## src/rtl/bus_rr_scheduler.sv

```systemverilog
// Round-robin bus controller: grants one pending driver FIFO, pops a packet and routes it
// (unicast or broadcast) into the receive FIFOs. Optional counters under BUS_STATS_EN.
module bus_rr_scheduler #(
  parameter int unsigned drvrs     = 4,
  parameter int unsigned pckg_sz   = 16,
  parameter logic [7:0]  broadcast = 8'hFF
) (
  input  logic                       clk,
  input  logic                       reset,
  input  logic [drvrs-1:0]           pndng,
  input  logic [drvrs*pckg_sz-1:0]   D_pop,
  output logic [drvrs-1:0]           pop,
  input  logic [drvrs-1:0]           full,
  output logic [drvrs-1:0]           push,
  output logic [pckg_sz-1:0]         D_push,
  output logic [$clog2(drvrs)-1:0]   grant_id,
  output logic                       busy,
  output logic                       drop
`ifdef BUS_STATS_EN
  ,
  output logic [drvrs*16-1:0]        grant_cnt,
  output logic [15:0]                drop_cnt
`endif
);

  localparam int unsigned id_w = $clog2(drvrs);

  typedef enum logic [1:0] {S_IDLE, S_POP, S_ROUTE, S_PUSH} state_t;

  state_t              state, state_n;
  logic [id_w-1:0]     ptr, ptr_n;
  logic [id_w-1:0]     grant_n;
  logic [pckg_sz-1:0]  pkt, pkt_n;
  logic [drvrs-1:0]    pop_n, push_n;
  logic [pckg_sz-1:0]  dpush_n;
  logic                busy_n, drop_n;

  logic                sel_found;
  logic [id_w-1:0]     sel_id, cand;
  logic [7:0]          dest;
  logic                dest_ok;
  logic [drvrs-1:0]    mask;
  logic [id_w-1:0]     nxt_id;

  // First pending source at or after ptr, wrapping around.
  always_comb begin
    sel_found = 1'b0;
    sel_id    = '0;
    cand      = '0;
    for (int unsigned k = 0; k < drvrs; k++) begin
      cand = id_w'((32'(ptr) + k) % drvrs);
      if (!sel_found && pndng[cand]) begin
        sel_found = 1'b1;
        sel_id    = cand;
      end
    end
  end

  // Destination decode of the held packet into a receive-FIFO mask.
  always_comb begin
    dest    = pkt[pckg_sz-1 -: 8];
    dest_ok = 1'b0;
    mask    = '0;
    if (dest == broadcast) begin
      dest_ok = 1'b1;
      mask    = ~(drvrs'(1) << grant_id);
    end else if (32'(dest) < drvrs && dest != 8'(grant_id)) begin
      dest_ok = 1'b1;
      mask    = drvrs'(1) << dest;
    end
  end

  assign nxt_id = (grant_id == id_w'(drvrs - 1)) ? '0 : grant_id + id_w'(1);

  always_comb begin
    state_n = state;
    ptr_n   = ptr;
    grant_n = grant_id;
    pkt_n   = pkt;
    pop_n   = '0;
    push_n  = '0;
    dpush_n = D_push;
    drop_n  = 1'b0;
    case (state)
      S_IDLE: begin
        if (sel_found) begin
          grant_n = sel_id;
          pop_n   = drvrs'(1) << sel_id;
          state_n = S_POP;
        end
      end
      S_POP: begin
        for (int unsigned i = 0; i < drvrs; i++)
          if (grant_id == id_w'(i)) pkt_n = D_pop[i*pckg_sz +: pckg_sz];
        state_n = S_ROUTE;
      end
      S_ROUTE: begin
        if (!dest_ok) begin
          drop_n  = 1'b1;
          ptr_n   = nxt_id;
          state_n = S_IDLE;
        end else if ((mask & full) == '0) begin
          push_n  = mask;
          dpush_n = pkt;
          state_n = S_PUSH;
        end
      end
      S_PUSH: begin
        ptr_n   = nxt_id;
        state_n = S_IDLE;
      end
      default: state_n = S_IDLE;
    endcase
    busy_n = (state_n != S_IDLE);
  end

  always_ff @(posedge clk) begin
    if (reset) begin
      state    <= S_IDLE;
      ptr      <= '0;
      grant_id <= '0;
      pkt      <= '0;
      pop      <= '0;
      push     <= '0;
      D_push   <= '0;
      busy     <= 1'b0;
      drop     <= 1'b0;
    end else begin
      state    <= state_n;
      ptr      <= ptr_n;
      grant_id <= grant_n;
      pkt      <= pkt_n;
      pop      <= pop_n;
      push     <= push_n;
      D_push   <= dpush_n;
      busy     <= busy_n;
      drop     <= drop_n;
    end
  end

`ifdef BUS_STATS_EN
  // Saturating per-source grant counts and drop count.
  always_ff @(posedge clk) begin
    if (reset) begin
      grant_cnt <= '0;
      drop_cnt  <= '0;
    end else begin
      if (drop && drop_cnt != 16'hFFFF) drop_cnt <= drop_cnt + 16'd1;
      for (int unsigned i = 0; i < drvrs; i++)
        if (state == S_PUSH && grant_id == id_w'(i) && grant_cnt[i*16 +: 16] != 16'hFFFF)
          grant_cnt[i*16 +: 16] <= grant_cnt[i*16 +: 16] + 16'd1;
    end
  end
`endif

endmodule

```

## config.mk

```make
export PLATFORM = sky130hd
export DESIGN_NAME = bus_rr_scheduler
export DESIGN_NICKNAME = d
export VERILOG_FILES = /design/src/rtl/bus_rr_scheduler.sv
export SDC_FILE = /design/constraint.sdc
export NUM_CORES = 1
export LEC_CHECK = 0
export CAP_MARGIN = 30
export CORE_UTILIZATION = 47
export DETAILED_ROUTE_END_ITERATION = 10
export GPL_ROUTABILITY_DRIVEN = 0
export PLACE_DENSITY = 0.93
export SLEW_MARGIN = 20
export SYNTH_ARGS = -nofsm -noshare
export SYNTH_HDL_FRONTEND = slang
export SYNTH_SLANG_ARGS = --single-unit
```

## constraint.sdc

```tcl
create_clock -name clk -period 5.6 [get_ports clk]
set_input_delay 0.56 -clock clk [delete_from_list [all_inputs] [get_ports clk]]
set_output_delay 0.56 -clock clk [all_outputs]
set_load 0.02 [all_outputs]
```

-- Word-level counts from Yosys, hierarchy flattened
Index checks and enable logic that the tools add are counted.
- $add $sub $neg: 4
- order comparisons: 5
- equality and inequality tests: 9
- shifts and indexed selects: 3
- multiplexer cells: 32
- bitwise operators: 7
- reductions and logical operators: 20
- operator list (kind ; number):
    $mux 16 ; 4
    $mux 2 ; 9
    $lt 2x3->1 const B ; 4
    $mux 1 ; 11
    $bmux 1 s2 ; 4
    $eq 2x2->1 const B ; 4
    $eq 8x8->1 const B ; 1
    $lt 8x3->1 const B ; 1
    $mux 4 ; 2
    $ne 8x2->1 ; 1
    $pmux 2 s4 ; 1
    $shl 1x2->4 const A ; 2
    $shl 1x8->4 const A ; 1
    $reduce_and 2->1 ; 3
    $not 1->1 ; 5
    $add 2x1->2 const B ; 2
    $add 2x2->2 const B ; 2
    $and 4x4->4 ; 1
    $eq 2x1->1 const B ; 2
    $logic_and 1x1->1 ; 4
    $logic_not 2->1 ; 2
    $logic_not 4->1 ; 1
    $not 4->4 ; 1
    $pmux 2 s2 ; 1
    8 further kinds ; 11
- register bits after elaboration: 48
- input port bits: 74
- output and inout bits: 28
- word-level logic and storage cells: 89

-- Longest topological paths before layout
Gate-level depths: netlist of the first run.
- word-level depth: 15
- gate-level depth with buffers: 10
- mapped depth without buffers: 7

-- Least setup slack after synthesis of the first run
No wires, ideal clock.
- kind: register to register
- from: reg grant_id[0]
- to: reg D_push[10]
- library setup time: 0.072 ns
- data arrival time: 2.160 ns
- required time: 5.528 ns
- setup slack: 3.369 ns
- stages on the path, launching flop included: 10
- buffers on the path: 3
- clock period less this slack: 2.231 ns
- cell sequence: dfxtp_1 ha_1 buf_2 inv_1 a222oi_1 o21bai_1 nor4b_2 buf_4 buf_12 mux2i_1
- longest elaborated chain between the ends: 7
- elaborated cells between the ends (all ways): 11
- those cells by class: eq/ne (1); shift (1); mux (4); bitwise (2); reduce/logical (3)
- ends and longest elaborated chain (item ; line ; text):
    from (decl) ; 16 ; output logic [$clog2(drvrs)-1:0] grant_id,
    from (signal assigned) ; 131 ; grant_id <= grant_n;
    $ne 8x2->1 ; 67 ; end else if (32'(dest) < drvrs && dest != 8'(grant_id)) begin
    $logic_and 1x1->1 ; 67 ;
    $mux 4 ; 67 ;
    $mux 4 ; 64 ; if (dest == broadcast) begin
    $and 4x4->4 ; 102 ; end else if ((mask & full) == '0) begin
    $logic_not 4->1 ; 102 ;
    $reduce_and 3->1 (no source line) (*) ; -- ;
    to (signal assigned) ; 135 ; D_push <= dpush_n;
    to (decl) ; 15 ; output logic [pckg_sz-1:0] D_push,
Mark *: on every way between the ends. The rest lies on a longest branch, timed or not.
A chain may end at the register's enable or synchronous reset.

-- Final worst setup path of the first run
- from: in reset
- to: reg push[0]
- longest elaborated chain between the ends: 1
- ends and longest elaborated chain (item ; line ; text):
    from (decl) ; 9 ; input logic reset,
    $reduce_or 4->1 (no source line) ; -- ;
    to (signal assigned) ; 134 ; push <= push_n;
    to (decl) ; 14 ; output logic [drvrs-1:0] push,
No other way between the ends.

==> results of run 1 <==
## flip-flops by register name, summed over array words and instances, names as in the netlist
signal,count
D_push,16
push,4
grant_id,2
ptr,2
busy,1
pop,4
drop,1
pkt,16
state,2
## through the flow
stage	worst slack, ns	power, mW
after floorplan	3.37	0.529
after global placement	2.60	0.611
after detailed placement	2.36	0.622
after CTS	2.62	0.829
after global routing	2.31	0.882
final	2.64	0.830
## cells in the mapped netlist (4+ instances only)
| cell | instances |
|---|---|
| sky130_fd_sc_hd__a211oi_1 | 18 |
| sky130_fd_sc_hd__nand2_1 | 48 |
| sky130_fd_sc_hd__ha_1 | 4 |
| sky130_fd_sc_hd__nand2b_1 | 4 |
| sky130_fd_sc_hd__nor3_1 | 7 |
| sky130_fd_sc_hd__buf_4 | 4 |
| sky130_fd_sc_hd__nor2_1 | 25 |
| sky130_fd_sc_hd__mux2i_1 | 51 |
| sky130_fd_sc_hd__inv_1 | 8 |
| sky130_fd_sc_hd__o21ai_0 | 20 |
| sky130_fd_sc_hd__a21oi_1 | 7 |
| sky130_fd_sc_hd__dfxtp_1 | 48 |
| sky130_fd_sc_hd__clkbuf_1 | 10 |
## cells by family after synthesis
group,synth area share (%)
simple gates,17.8
flops,37.5
mux,19.9
compound gates,15.8
xor+xnor,0.683
buf+inv,6.34
fa+ha+maj,1.95
## report_power, final
part           internal (mW)  switching [mW]  leakage (nW)
logic                  0.120           0.110         0.811
clock network          0.100           0.108        0.0445
registers              0.366          0.0260         0.391
total                  0.586           0.244          1.25
## cell usage in the layout, fill, tap and decap left out, types with 2 or more instances in the layout
cell                                n
sky130_fd_sc_hd__nor4_1             2
sky130_fd_sc_hd__nor2_1            25
sky130_fd_sc_hd__nand4_1            2
sky130_fd_sc_hd__nor3_1             7
sky130_fd_sc_hd__buf_8              2
sky130_fd_sc_hd__xor2_1             2
sky130_fd_sc_hd__buf_6              2
sky130_fd_sc_hd__o21ai_0           20
sky130_fd_sc_hd__ha_1               4
sky130_fd_sc_hd__mux2i_1           51
sky130_fd_sc_hd__inv_1              8
sky130_fd_sc_hd__a21oi_1            7
sky130_fd_sc_hd__nand2b_1           4
sky130_fd_sc_hd__a211oi_1          18
sky130_fd_sc_hd__nand2_1           48
sky130_fd_sc_hd__clkbuf_8           6
sky130_fd_sc_hd__clkdlybuf4s50_1  101
sky130_fd_sc_hd__a2111oi_0          2
sky130_fd_sc_hd__dfxtp_1           48
## worst reg2reg max path: stages, from the launching register on
cell and delay (ns):
sky130_fd_sc_hd__dfxtp_1 0.48, sky130_fd_sc_hd__ha_1 0.55, sky130_fd_sc_hd__buf_6 0.25, sky130_fd_sc_hd__nor3_1 0.08, sky130_fd_sc_hd__o2111a_2 0.31, sky130_fd_sc_hd__nor4b_4 0.25
sky130_fd_sc_hd__buf_4 0.31, sky130_fd_sc_hd__mux2i_1 0.24
## routing by layer
metal,part of all wire (%),vias to the layer above,track usage (%)
li1,-,1233,-
met1,39,1108,27.1
met2,51,131,40.9
met3,7.3,20,4.37
met4,2.5,0,8.23
met5,0,-,0
## area by class of cell
type / instances / area, um2 / share of cell area [%]
inverter: 8 / 30.0 / 0.813
multi-input combinational: 218 / 1450 / 39.3
timing repair buffer: 106 / 1070 / 29.0
clock inverter: 1 / 7.51 / 0.203
clock buffer: 7 / 86.3 / 2.34
sequential: 48 / 961 / 26.0
tap: 70 / 87.6 / 2.37
## worst paths after layout
path                            startpoint                      end  slack (ns)  cells past startpoint
setup reg to reg  grant_id[1]$_SDFFE_PP0P_   D_push[8]$_SDFFE_PP0P_        3.07                      7
hold reg to reg    D_push[12]$_SDFFE_PP0P_  D_push[12]$_SDFFE_PP0P_        0.46                      2
setup / recovery                     reset       push[0]$_SDFF_PP0_        2.64                      4
hold / removal     D_push[12]$_SDFFE_PP0P_  D_push[12]$_SDFFE_PP0P_        0.46                      2
==> insert_results.sql, run 1 <==
INSERT INTO impl_metrics (metric_group, metric, value, unit) VALUES
('status', 'outcome', 'finished, final reports clean', ''),
('worst_setup_path', 'timing.critical_path.fanout_max', '29', ''),
('routing', 'antenna_violating_nets_post_route', '0', ''),
('placed_design', 'buffer_ports.inserted', '101', ''),
('layout', 'design.final.nets', '465', ''),
('layout', 'area.growth.synth_to_final', '44.1', '%'),
('yosys', 'synth_largest_area_cell', 'sky130_fd_sc_hd__dfxtp_1', ''),
('clock_network', 'clock_tree_from_tritoncts', 'built', ''),
('routing', 'drt-initial-drc-count', '203', ''),
('yosys', 'ys_dominant_reg_cell', 'sky130_fd_sc_hd__dfxtp_1', ''),
('power', 'power-per-cell-area', '225', 'mW/mm2'),
('sta', 'hold_viol', '0', ''),
('die', 'die-height', '75.9', 'um'),
('sta', 'slew_at_the_pin_closest_to_its_max_slew_limit', '0.926', 'ns'),
('die', 'die_width', '75.9', 'um'),
('power', 'total_leakage_power', '1.25', 'nW'),
('worst_setup_path', 'cp_cell_instances', 'clkdlybuf4s50_1 -> inv_1 -> o2111ai_1 -> a2111oi_0', ''),
('layout', 'layout.core_utilization', '71.4', '%'),
('worst_setup_path', 'end_kind', 'register', ''),
('sta', 'timing.setup.tns', '0', 'ns'),
('sta', 'slew_violations', '0', ''),
('yosys', 'post-synth-top-area-fraction', '37.5', '%'),
('sta', 'finalWorstPathRequiredPeriod', '2.96', 'ns'),
('yosys', 'post_synth_num_cell_types', '47', ''),
('die', 'design.die.area', '0.00575', 'mm2'),
('worst_setup_path', 'critical_path_arrival', '3.11', 'ns'),
('sta', 'grt_setup_unrepaired', 'no', ''),
('clock_network', 'hold_buffers', '0', ''),
('clock_network', 'post_cts_resize_count', '0', ''),
('grt', 'first_global_vias', '2224', ''),
('routing', 'route.detailed.drc', '0', ''),
('sta', 'hold_ws', '0.459', 'ns'),
('worst_setup_path', 'cpLargestDelayFamily', 'buffers and inverters', ''),
('yosys', 'synth_seq_cells', '48', ''),
('die', 'floorplan.rows', '26', ''),
('yosys', 'postSynthCellCount', '295', ''),
('clock_network', 'postCtsSetupBuffers', '0', ''),
('layout', 'final_cell_count_no_fill', '458', ''),
('sta', 'fmaxAchievable', '0.338', 'GHz'),
('clock_network', 'cts-root-to-sink-buffers', '2', ''),
('worst_setup_path', 'critical-path-max-stage-delay', '0.84', 'ns'),
('sta', 'final.period_utilization', '52.8', '%'),
('layout', 'filler_cell_count', '377', ''),
('yosys', 'synth.avg_cell_area', '8.69', 'um2'),
('placed_design', 'placed_cells', '447', ''),
('routing', 'avgRoutedWirePerCell', '14.1', 'um'),
('yosys', 'ys.warnings.count', '0', ''),
('layout', 'final_layout_size_suffix_gt1_share', '4.12', '%'),
('die', 'initial_utilization', '49.6', '%'),
('clock_network', 'worstSkewPairLatency', '0.30', 'ns'),
('flow_run', 'drv.max_cap_violation_count', '0', ''),
('layout', 'antennaDiodeCount', '0', ''),
('grt', 'grt_first_pass_wirelength', '9900', 'um'),
('grt', 'grtUsageTotal', '22.9', '%'),
('routing', 'drtPass1Iterations', '4', ''),
('sta', 'maxSlewHeadroom', '37.5', '%'),
('placed_design', 'dpl_cell_area', '0.00356', 'mm2'),
('yosys', 'syn_nets', '373', ''),
('grt', 'antenna_found_initial', '0', ''),
('yosys', 'synth_area', '0.00256', 'mm2'),
('hold_path', 'hold_wc_path_type', 'reg -> reg', ''),
('clock_network', 'clk_sinks', '48', ''),
('routing', 'route.vias.total', '2492', ''),
('grt', 'grt-ovfl-total', '0', ''),
('sta', 'skew', '0.00581', 'ns'),
('routing', 'finalWirelength', '6460', 'um'),
('yosys', 'async_flop_share', '0', '%'),
('worst_setup_path', 'setup.worst_path.class', 'in -> reg', ''),
('clock_network', 'h-tree-depth', '2', ''),
('grt', 'pin_count_of_the_biggest_net_entering_global_routing', '34', ''),
('power', 'ir_drop', '0.123', 'mV');
(Power assumes the default switching activity.)
==> inputs of run 2 (changes only) <==
--- a/config.mk
+++ b/config.mk
@@ -6,10 +6,10 @@
 export NUM_CORES = 1
 export LEC_CHECK = 0
 export CAP_MARGIN = 30
-export CORE_UTILIZATION = 47
+export CORE_UTILIZATION = 44
 export DETAILED_ROUTE_END_ITERATION = 10
 export GPL_ROUTABILITY_DRIVEN = 0
-export PLACE_DENSITY = 0.93
+export PLACE_DENSITY = 0.88
 export SLEW_MARGIN = 20
 export SYNTH_ARGS = -nofsm -noshare
 export SYNTH_HDL_FRONTEND = slang
==> constraint.sdc (replaced) <==
create_clock -name clk -period 2.76 [get_ports clk]
set_input_delay 0.276 -clock clk [delete_from_list [all_inputs] [get_ports clk]]
set_output_delay 0.276 -clock clk [all_outputs]
set_load 0.02 [all_outputs]
==> insert_results.sql, run 2 (synthesis results as in run 1) <==
INSERT INTO impl_metrics (metric_group, metric, value, unit) VALUES
('layout', 'filler_cell_count', '487', ''),
('sta', 'slew_violations', '0', ''),
('power', 'sw_frac_of_total', '29.6', '%'),
('worst_setup_path', 'timing.critical_path.fanout_max', '11', ''),
('power', 'ir_drop', '0.299', 'mV'),
('routing', 'drtPass1Iterations', '7', ''),
('placed_design', 'dpl_cell_area', '0.00360', 'mm2'),
('sta', 'hold_viol', '0', ''),
('layout', 'multi_input_combinational_cell_area', '0.00145', 'mm2'),
('worst_setup_path', 'end_kind', 'register', ''),
('power', 'internal_power', '1.18', 'mW'),
('worst_setup_path', 'critical_path_depth', '5', ''),
('clock_network', 'cts.root.buffer_cell', 'sky130_fd_sc_hd__clkbuf_8', ''),
('placed_design', 'dp_hpwl', '4900', 'um'),
('layout', 'area.growth.synth_to_final', '44.1', '%'),
('power', 'p_switching', '0.498', 'mW'),
('routing', 'antenna_violating_nets_post_route', '0', ''),
('layout', 'design.final.nets', '467', ''),
('worst_setup_path', 'critical_path_arrival', '2.44', 'ns'),
('sta', 'timing.setup.tns', '0', 'ns'),
('clock_network', 'clock_tree_from_tritoncts', 'built', ''),
('routing', 'avgRoutedWirePerCell', '13.5', 'um'),
('worst_setup_path', 'r2r_cells', '5', ''),
('clock_network', 'clk_sinks', '48', ''),
('power', 'totalPowerFinal', '1.68', 'mW'),
('die', 'core-area', '0.00557', 'mm2'),
('clock_network', 'h-tree-depth', '2', ''),
('clock_network', 'postCtsSetupBuffers', '0', ''),
('routing', 'route.vias.total', '2455', ''),
('hold_path', 'worst_hold_path.num_cells', '2', ''),
('clock_network', 'cts-root-to-sink-buffers', '2', ''),
('grt', 'grt_first_pass_wirelength', '10200', 'um'),
('status', 'outcome', 'finished, final reports clean', ''),
('die', 'boundaryPins', '102', ''),
('clock_network', 'cts_buffers', '5', ''),
('worst_setup_path', 'cpLargestDelayFamily', 'compound AO/OA/AOI/OAI gates', ''),
('grt', 'first_global_vias', '2299', ''),
('layout', 'biggestRegsByFlops', 'D_push: 16 flops, pkt: 16 flops', ''),
('grt', 'antenna_found_initial', '0', ''),
('layout', 'final_cell_count_no_fill', '462', ''),
('sta', 'final.period_utilization', '83.6', '%'),
('placed_design', 'buffer_ports.inserted', '101', ''),
('die', 'die_width', '78.3', 'um'),
('worst_setup_path', 'cpMaxStageDelayCell', 'sky130_fd_sc_hd__a2111oi_0', ''),
('layout', 'final_common_cell', 'sky130_fd_sc_hd__clkdlybuf4s50_1', ''),
('worst_setup_path', 'worstPathRequired', '2.89', 'ns'),
('grt', 'grt-ovfl-total', '0', ''),
('die', 'floorplan.rows', '27', ''),
('layout', 'final_layout_size_suffix_gt1_share', '4.87', '%'),
('clock_network', 'post_cts_resize_count', '0', ''),
('sta', 'grt_setup_unrepaired', 'no', ''),
('power', 'sequentialPowerShare', '47.1', '%'),
('sta', 'finalWorstPathRequiredPeriod', '2.31', 'ns'),
('power', 'clockPowerShare', '25.7', '%'),
('clock_network', 'worstSkewPairLatency', '0.30', 'ns'),
('layout', 'seq_area', '961', 'um2'),
('clock_network', 'hold_buffers', '0', ''),
('clock_network', 'cts.reportedPaths.clkPinSlew', '0.09', 'ns'),
('layout', 'top_library_cells_by_usage_in_the_layout_fill_and_taps_aside', 'sky130_fd_sc_hd__clkdlybuf4s50_1 (101), sky130_fd_sc_hd__mux2i_1 (51), sky130_fd_sc_hd__dfxtp_1 (48), sky130_fd_sc_hd__nand2_1 (48), sky130_fd_sc_hd__nor2_1 (25)', ''),
('routing', 'drt-initial-drc-count', '182', ''),
('grt', 'pin_count_of_the_biggest_net_entering_global_routing', '33', ''),
('flow_run', 'drv.max_cap_violation_count', '0', ''),
('layout', 'antennaDiodeCount', '0', ''),
('worst_setup_path', 'worstPathBufferInverterCount', '0', ''),
('routing', 'route.detailed.drc', '0', ''),
('die', 'design.die.area', '0.00614', 'mm2'),
('routing', 'avgViaCountPerCell', '5.31', ''),
('placed_design', 'placed_cells', '454', ''),
('routing', 'finalWirelength', '6260', 'um'),
('worst_setup_path', 'setup.worst_path.class', 'reg -> reg', ''),
('worst_setup_path', 'startpoint_type', 'register', ''),
('die', 'die-height', '78.3', 'um'),
('power', 'power-per-cell-area', '456', 'mW/mm2'),
('worst_setup_path', 'critical-path-max-stage-delay', '0.61', 'ns'),
('sta', 'maxSlewHeadroom', '37.9', '%'),
('sta', 'skew', '0.00698', 'ns'),
('power', 'power.share.combinational', '27.2', '%'),
('sta', 'slew_at_the_pin_closest_to_its_max_slew_limit', '0.920', 'ns'),
('die', 'initial_utilization', '46.0', '%'),
('sta', 'finalSetupViolations', '0', ''),
('power', 'total_leakage_power', '1.25', 'nW'),
('worst_setup_path', 'cp_cell_instances', 'nand4_1 -> or2_1 -> a211oi_1 -> o2111ai_1 -> a2111oi_0', ''),
('sta', 'fmaxAchievable', '0.434', 'GHz'),
('layout', 'design_area', '0.00369', 'mm2'),
('grt', 'grtUsageTotal', '20.8', '%'),
('layout', 'layout.core_utilization', '66.3', '%'),
('hold_path', 'hold_wc_path_type', 'reg -> reg', '');
[run 2: changes by cell type in the layout (fill, tap and decap cells not counted)]
cell | before | now
sky130_fd_sc_hd__buf_4 | 1 | 7
sky130_fd_sc_hd__buf_6 | 2 | 0
sky130_fd_sc_hd__buf_8 | 2 | 0
sky130_fd_sc_hd__clkbuf_1 | 1 | 0
sky130_fd_sc_hd__clkinvlp_4 | 1 | 2
[run 2: per-layer routing]
layer,vias to the layer above,track usage [%],routed length (um)
li1,1226,-,-
met1,1097,25.3,2670
met2,116,37.5,3120
met3,16,2.79,335
met4,0,7.22,137
met5,-,0,0
[run 2: stage by stage]
stage | worst slack, ns | hold WS, ns
final | 0.454 | 0.450
after global routing | 0.199 | 0.455
after CTS | 0.530 | 0.451
after detailed placement | 0.543 | 0.448
after global placement | 0.631 | 0.443
after floorplan | 0.529 | 0.349
[run 2: final timing paths]
path | start | end | slack, ns
worst min-delay path | pkt[1]$_SDFFE_PP0P_ | D_push[1]$_SDFFE_PP0P_ | 0.45
worst max register to register | pkt[9]$_SDFFE_PP0P_ | push[3]$_SDFF_PP0_ | 0.45
worst max-delay path | pkt[9]$_SDFFE_PP0P_ | push[3]$_SDFF_PP0_ | 0.45
worst min register to register | pkt[1]$_SDFFE_PP0P_ | D_push[1]$_SDFFE_PP0P_ | 0.45
[run 2: cell type report]
cell class / count / area share, %
inverter: 8 / 0.813
tap: 72 / 2.44
timing repair buffer: 108 / 28.8
clock buffer: 6 / 2.24
multi-input combinational: 218 / 39.3
sequential: 48 / 26.0
clock inverter: 2 / 0.407
[run 2: worst register-to-register path, delay by kind of cell (launching register included)]
family / cells / cell delay [ns]
flip-flops: 1 / 0.57
AND/OR/NAND/NOR: 2 / 0.52
AO/OA/AOI/OAI: 3 / 1.07
[run 2: power groups by stage]
| stage | logic [mW] | registers, mW | clock network [mW] |
|---|---|---|---|
| final | 0.458 | 0.792 | 0.432 |
| after global routing | 0.507 | 0.797 | 0.475 |
| after CTS | 0.458 | 0.791 | 0.439 |
| after detailed placement | 0.456 | 0.807 | 0 |
| after global placement | 0.442 | 0.804 | 0 |
| after floorplan | 0.272 | 0.801 | 0 |
==> inputs of run 3 (changes only) <==
--- a/config.mk
+++ b/config.mk
@@ -6,10 +6,10 @@
 export NUM_CORES = 1
 export LEC_CHECK = 0
 export CAP_MARGIN = 30
-export CORE_UTILIZATION = 44
+export CORE_UTILIZATION = 39
 export DETAILED_ROUTE_END_ITERATION = 10
 export GPL_ROUTABILITY_DRIVEN = 0
-export PLACE_DENSITY = 0.88
+export PLACE_DENSITY = 0.83
 export SLEW_MARGIN = 20
 export SYNTH_ARGS = -nofsm -noshare
 export SYNTH_HDL_FRONTEND = slang
==> constraint.sdc (replaced) <==
create_clock -name clk -period 2.1 [get_ports clk]
set_input_delay 0.21 -clock clk [delete_from_list [all_inputs] [get_ports clk]]
set_output_delay 0.21 -clock clk [all_outputs]
set_load 0.02 [all_outputs]
==> insert_results.sql, run 3 (synthesis results as in run 1) <==
INSERT INTO impl_metrics (metric_group, metric, value, unit) VALUES
('status', 'outcome', 'finished, final reports clean', ''),
('clock_network', 'cts.root.buffer_cell', 'sky130_fd_sc_hd__clkbuf_8', ''),
('worst_setup_path', 'setup.worst_path.class', 'reg -> reg', ''),
('die', 'initial_utilization', '40.4', '%'),
('clock_network', 'h-tree-depth', '2', ''),
('routing', 'route.met3.wl', '381', 'um'),
('routing', 'avgViaCountPerCell', '5.19', ''),
('sta', 'timing.setup.tns', '0', 'ns'),
('die', 'boundaryPins', '102', ''),
('routing', 'drt-initial-drc-count', '198', ''),
('hold_path', 'worst_hold_path.num_cells', '2', ''),
('worst_setup_path', 'worstPathRequired', '2.34', 'ns'),
('placed_design', 'dp_hpwl', '4950', 'um'),
('layout', 'biggestRegsByFlops', 'D_push: 16 flops, pkt: 16 flops', ''),
('sta', 'finalSetupViolations', '0', ''),
('routing', 'route.detailed.drc', '0', ''),
('power', 'ir_drop', '0.451', 'mV'),
('layout', 'layout.core_utilization', '61.5', '%'),
('layout', 'final_common_cell', 'sky130_fd_sc_hd__clkdlybuf4s50_1', ''),
('routing', 'met2_wirelength', '3130', 'um'),
('hold_path', 'hold_wc_path_type', 'reg -> reg', ''),
('grt', 'grt_first_pass_wirelength', '10500', 'um'),
('die', 'die_width', '83.1', 'um'),
('layout', 'filler_cell_count', '566', ''),
('clock_network', 'clock_tree_from_tritoncts', 'built', ''),
('worst_setup_path', 'worst_r2r_startpoint', 'grant_id[1]$_SDFFE_PP0P_', ''),
('routing', 'finalWirelength', '6510', 'um'),
('routing', 'top_layer_used', 'met4', ''),
('clock_network', 'cts-root-to-sink-buffers', '2', ''),
('die', 'core-area', '0.00635', 'mm2'),
('hold_path', 'worst_hold_startpoint', 'D_push[6]$_SDFFE_PP0P_', ''),
('sta', 'fmaxAchievable', '0.478', 'GHz'),
('routing', 'drtPass1Iterations', '4', ''),
('sta', 'hold_viol', '0', ''),
('worst_setup_path', 'rrSetupSlack', '0.009', 'ns'),
('routing', 'route.vias.total', '2485', ''),
('grt', 'antenna_found_initial', '0', ''),
('clock_network', 'cts.reportedPaths.clkPinSlew', '0.09', 'ns'),
('hold_path', 'min_to', 'D_push[6]$_SDFFE_PP0P_', ''),
('grt', 'grtUsageTotal', '18.6', '%'),
('worst_setup_path', 'startpoint_type', 'register', ''),
('layout', 'final_layout_size_suffix_gt1_share', '10.7', '%'),
('worst_setup_path', 'r2r_cells', '8', ''),
('sta', 'final.period_utilization', '99.6', '%'),
('sta', 'hold_ws', '0.459', 'ns'),
('flow_run', 'drv.max_cap_violation_count', '0', ''),
('layout', 'top_library_cells_by_usage_in_the_layout_fill_and_taps_aside', 'sky130_fd_sc_hd__clkdlybuf4s50_1 (101), sky130_fd_sc_hd__mux2i_1 (51), sky130_fd_sc_hd__nand2_1 (48)', ''),
('worst_setup_path', 'timing.critical_path.fanout_max', '8', ''),
('placed_design', 'buffer_ports.inserted', '101', ''),
('routing', 'antenna_violating_nets_post_route', '0', ''),
('routing', 'routedLengthMet1', '2830', 'um'),
('grt', 'pin_count_of_the_biggest_net_entering_global_routing', '33', ''),
('sta', 'slew_at_the_pin_closest_to_its_max_slew_limit', '0.498', 'ns'),
('power', 'total_leakage_power', '1.35', 'nW'),
('worst_setup_path', 'critical_path_arrival', '2.34', 'ns'),
('routing', 'avgRoutedWirePerCell', '13.6', 'um'),
('layout', 'area.growth.synth_to_final', '52.4', '%'),
('grt', 'grt-ovfl-total', '0', ''),
('worst_setup_path', 'critical-path-max-stage-delay', '0.43', 'ns'),
('worst_setup_path', 'setup.worst_path.start', 'grant_id[1]$_SDFFE_PP0P_', ''),
('worst_setup_path', 'cp_cell_instances', 'inv_4 -> ha_4 -> inv_2 -> a222oi_1 -> o21bai_1 -> nor4b_4 -> clkbuf_16 -> mux2i_1', ''),
('worst_setup_path', 'r2r-end', 'D_push[2]$_SDFFE_PP0P_', ''),
('layout', 'design.final.nets', '479', ''),
('sta', 'grt_setup_unrepaired', 'yes', ''),
('sta', 'skew', '0.0107', 'ns'),
('worst_setup_path', 'end_kind', 'register', ''),
('die', 'die-height', '83.1', 'um'),
('clock_network', 'clk_sinks', '48', ''),
('die', 'floorplan.rows', '29', ''),
('clock_network', 'cts_buffers', '5', ''),
('sta', 'slew_violations', '0', ''),
('power', 'power-per-cell-area', '611', 'mW/mm2'),
('sta', 'maxSlewHeadroom', '66.5', '%'),
('die', 'design.die.area', '0.00690', 'mm2'),
('clock_network', 'worstSkewPairLatency', '0.31', 'ns'),
('sta', 'finalWorstPathRequiredPeriod', '2.09', 'ns'),
('power', 'totalPowerFinal', '2.39', 'mW'),
('worst_setup_path', 'cpMaxStageDelayCell', 'sky130_fd_sc_hd__a222oi_1', ''),
('layout', 'antennaDiodeCount', '0', ''),
('grt', 'first_global_vias', '2287', '');
[run 3: changes by cell type in the layout (fill, tap and decap cells not counted), sizes merged]
cell,before,now
buf,7,17
bufinv,0,1
dlymetal6s2s,0,1
clkinvlp,2,1
inv,8,9
[run 3: worst max path at each step]
stage	to	slack, ns
floorplan	D_push[10]$_SDFFE_PP0P_	0.005
global placement	D_push[14]$_SDFFE_PP0P_	0.11
detailed placement	D_push[4]$_SDFFE_PP0P_	0.04
CTS	D_push[13]$_SDFFE_PP0P_	0.03
global route	D_push[9]$_SDFFE_PP0P_	-0.05
finish	D_push[2]$_SDFFE_PP0P_	0.009
[run 3: repair_timing]
action | CTS | global route
setup endpoints to repair | 0 | 17
resized for setup | 0 | 20
hold buffers | 0 | 0
buffers inserted | 0 | 7
[run 3: worst max-delay path: cells and delay by family, from the launching register on]
kind            cells  cell delay, ns
mux                 1            0.18
fa+ha+maj           1            0.13
compound gates      2            0.61
simple gates        1            0.38
flops               1            0.39
buf+inv             3            0.35
[run 3: report_power, final]
group          internal (mW)  total [mW]  switching (mW)
registers              0.977        1.04          0.0668
clock network          0.359       0.679           0.321
logic                  0.355       0.662           0.307
[run 3: per-layer routing]
layer | GRT usage [%] | up-vias
met5 | 0 | -
met2 | 31.4 | 117
li1 | - | 1255
met4 | 6.74 | 0
met1 | 23.5 | 1096
met3 | 3.78 | 17
[run 3: final cells by class]
cell class	count	area [um2]	area share [%]
multi-input cells	218	1500	38.4
repair buffers	120	1190	30.4
flip-flops and latches	48	972	24.9
well taps	77	96.3	2.47
clock buffers	5	68.8	1.76
clock inverters	3	46.3	1.19
inverters	8	35.0	0.897
[run 3: through the flow]
step | area, um2 | setup slack, ns | std cells
2_1_floorplan | 2570 | 0.00507 | 295
3_3_place_gp | 3650 | 0.113 | 463
3_5_place_dp | 3650 | 0.0391 | 463
4_1_cts | 3760 | 0.0287 | 471
5_1_grt | 3910 | -0.0534 | 479
6_report | 3910 | 0.00924 | 479
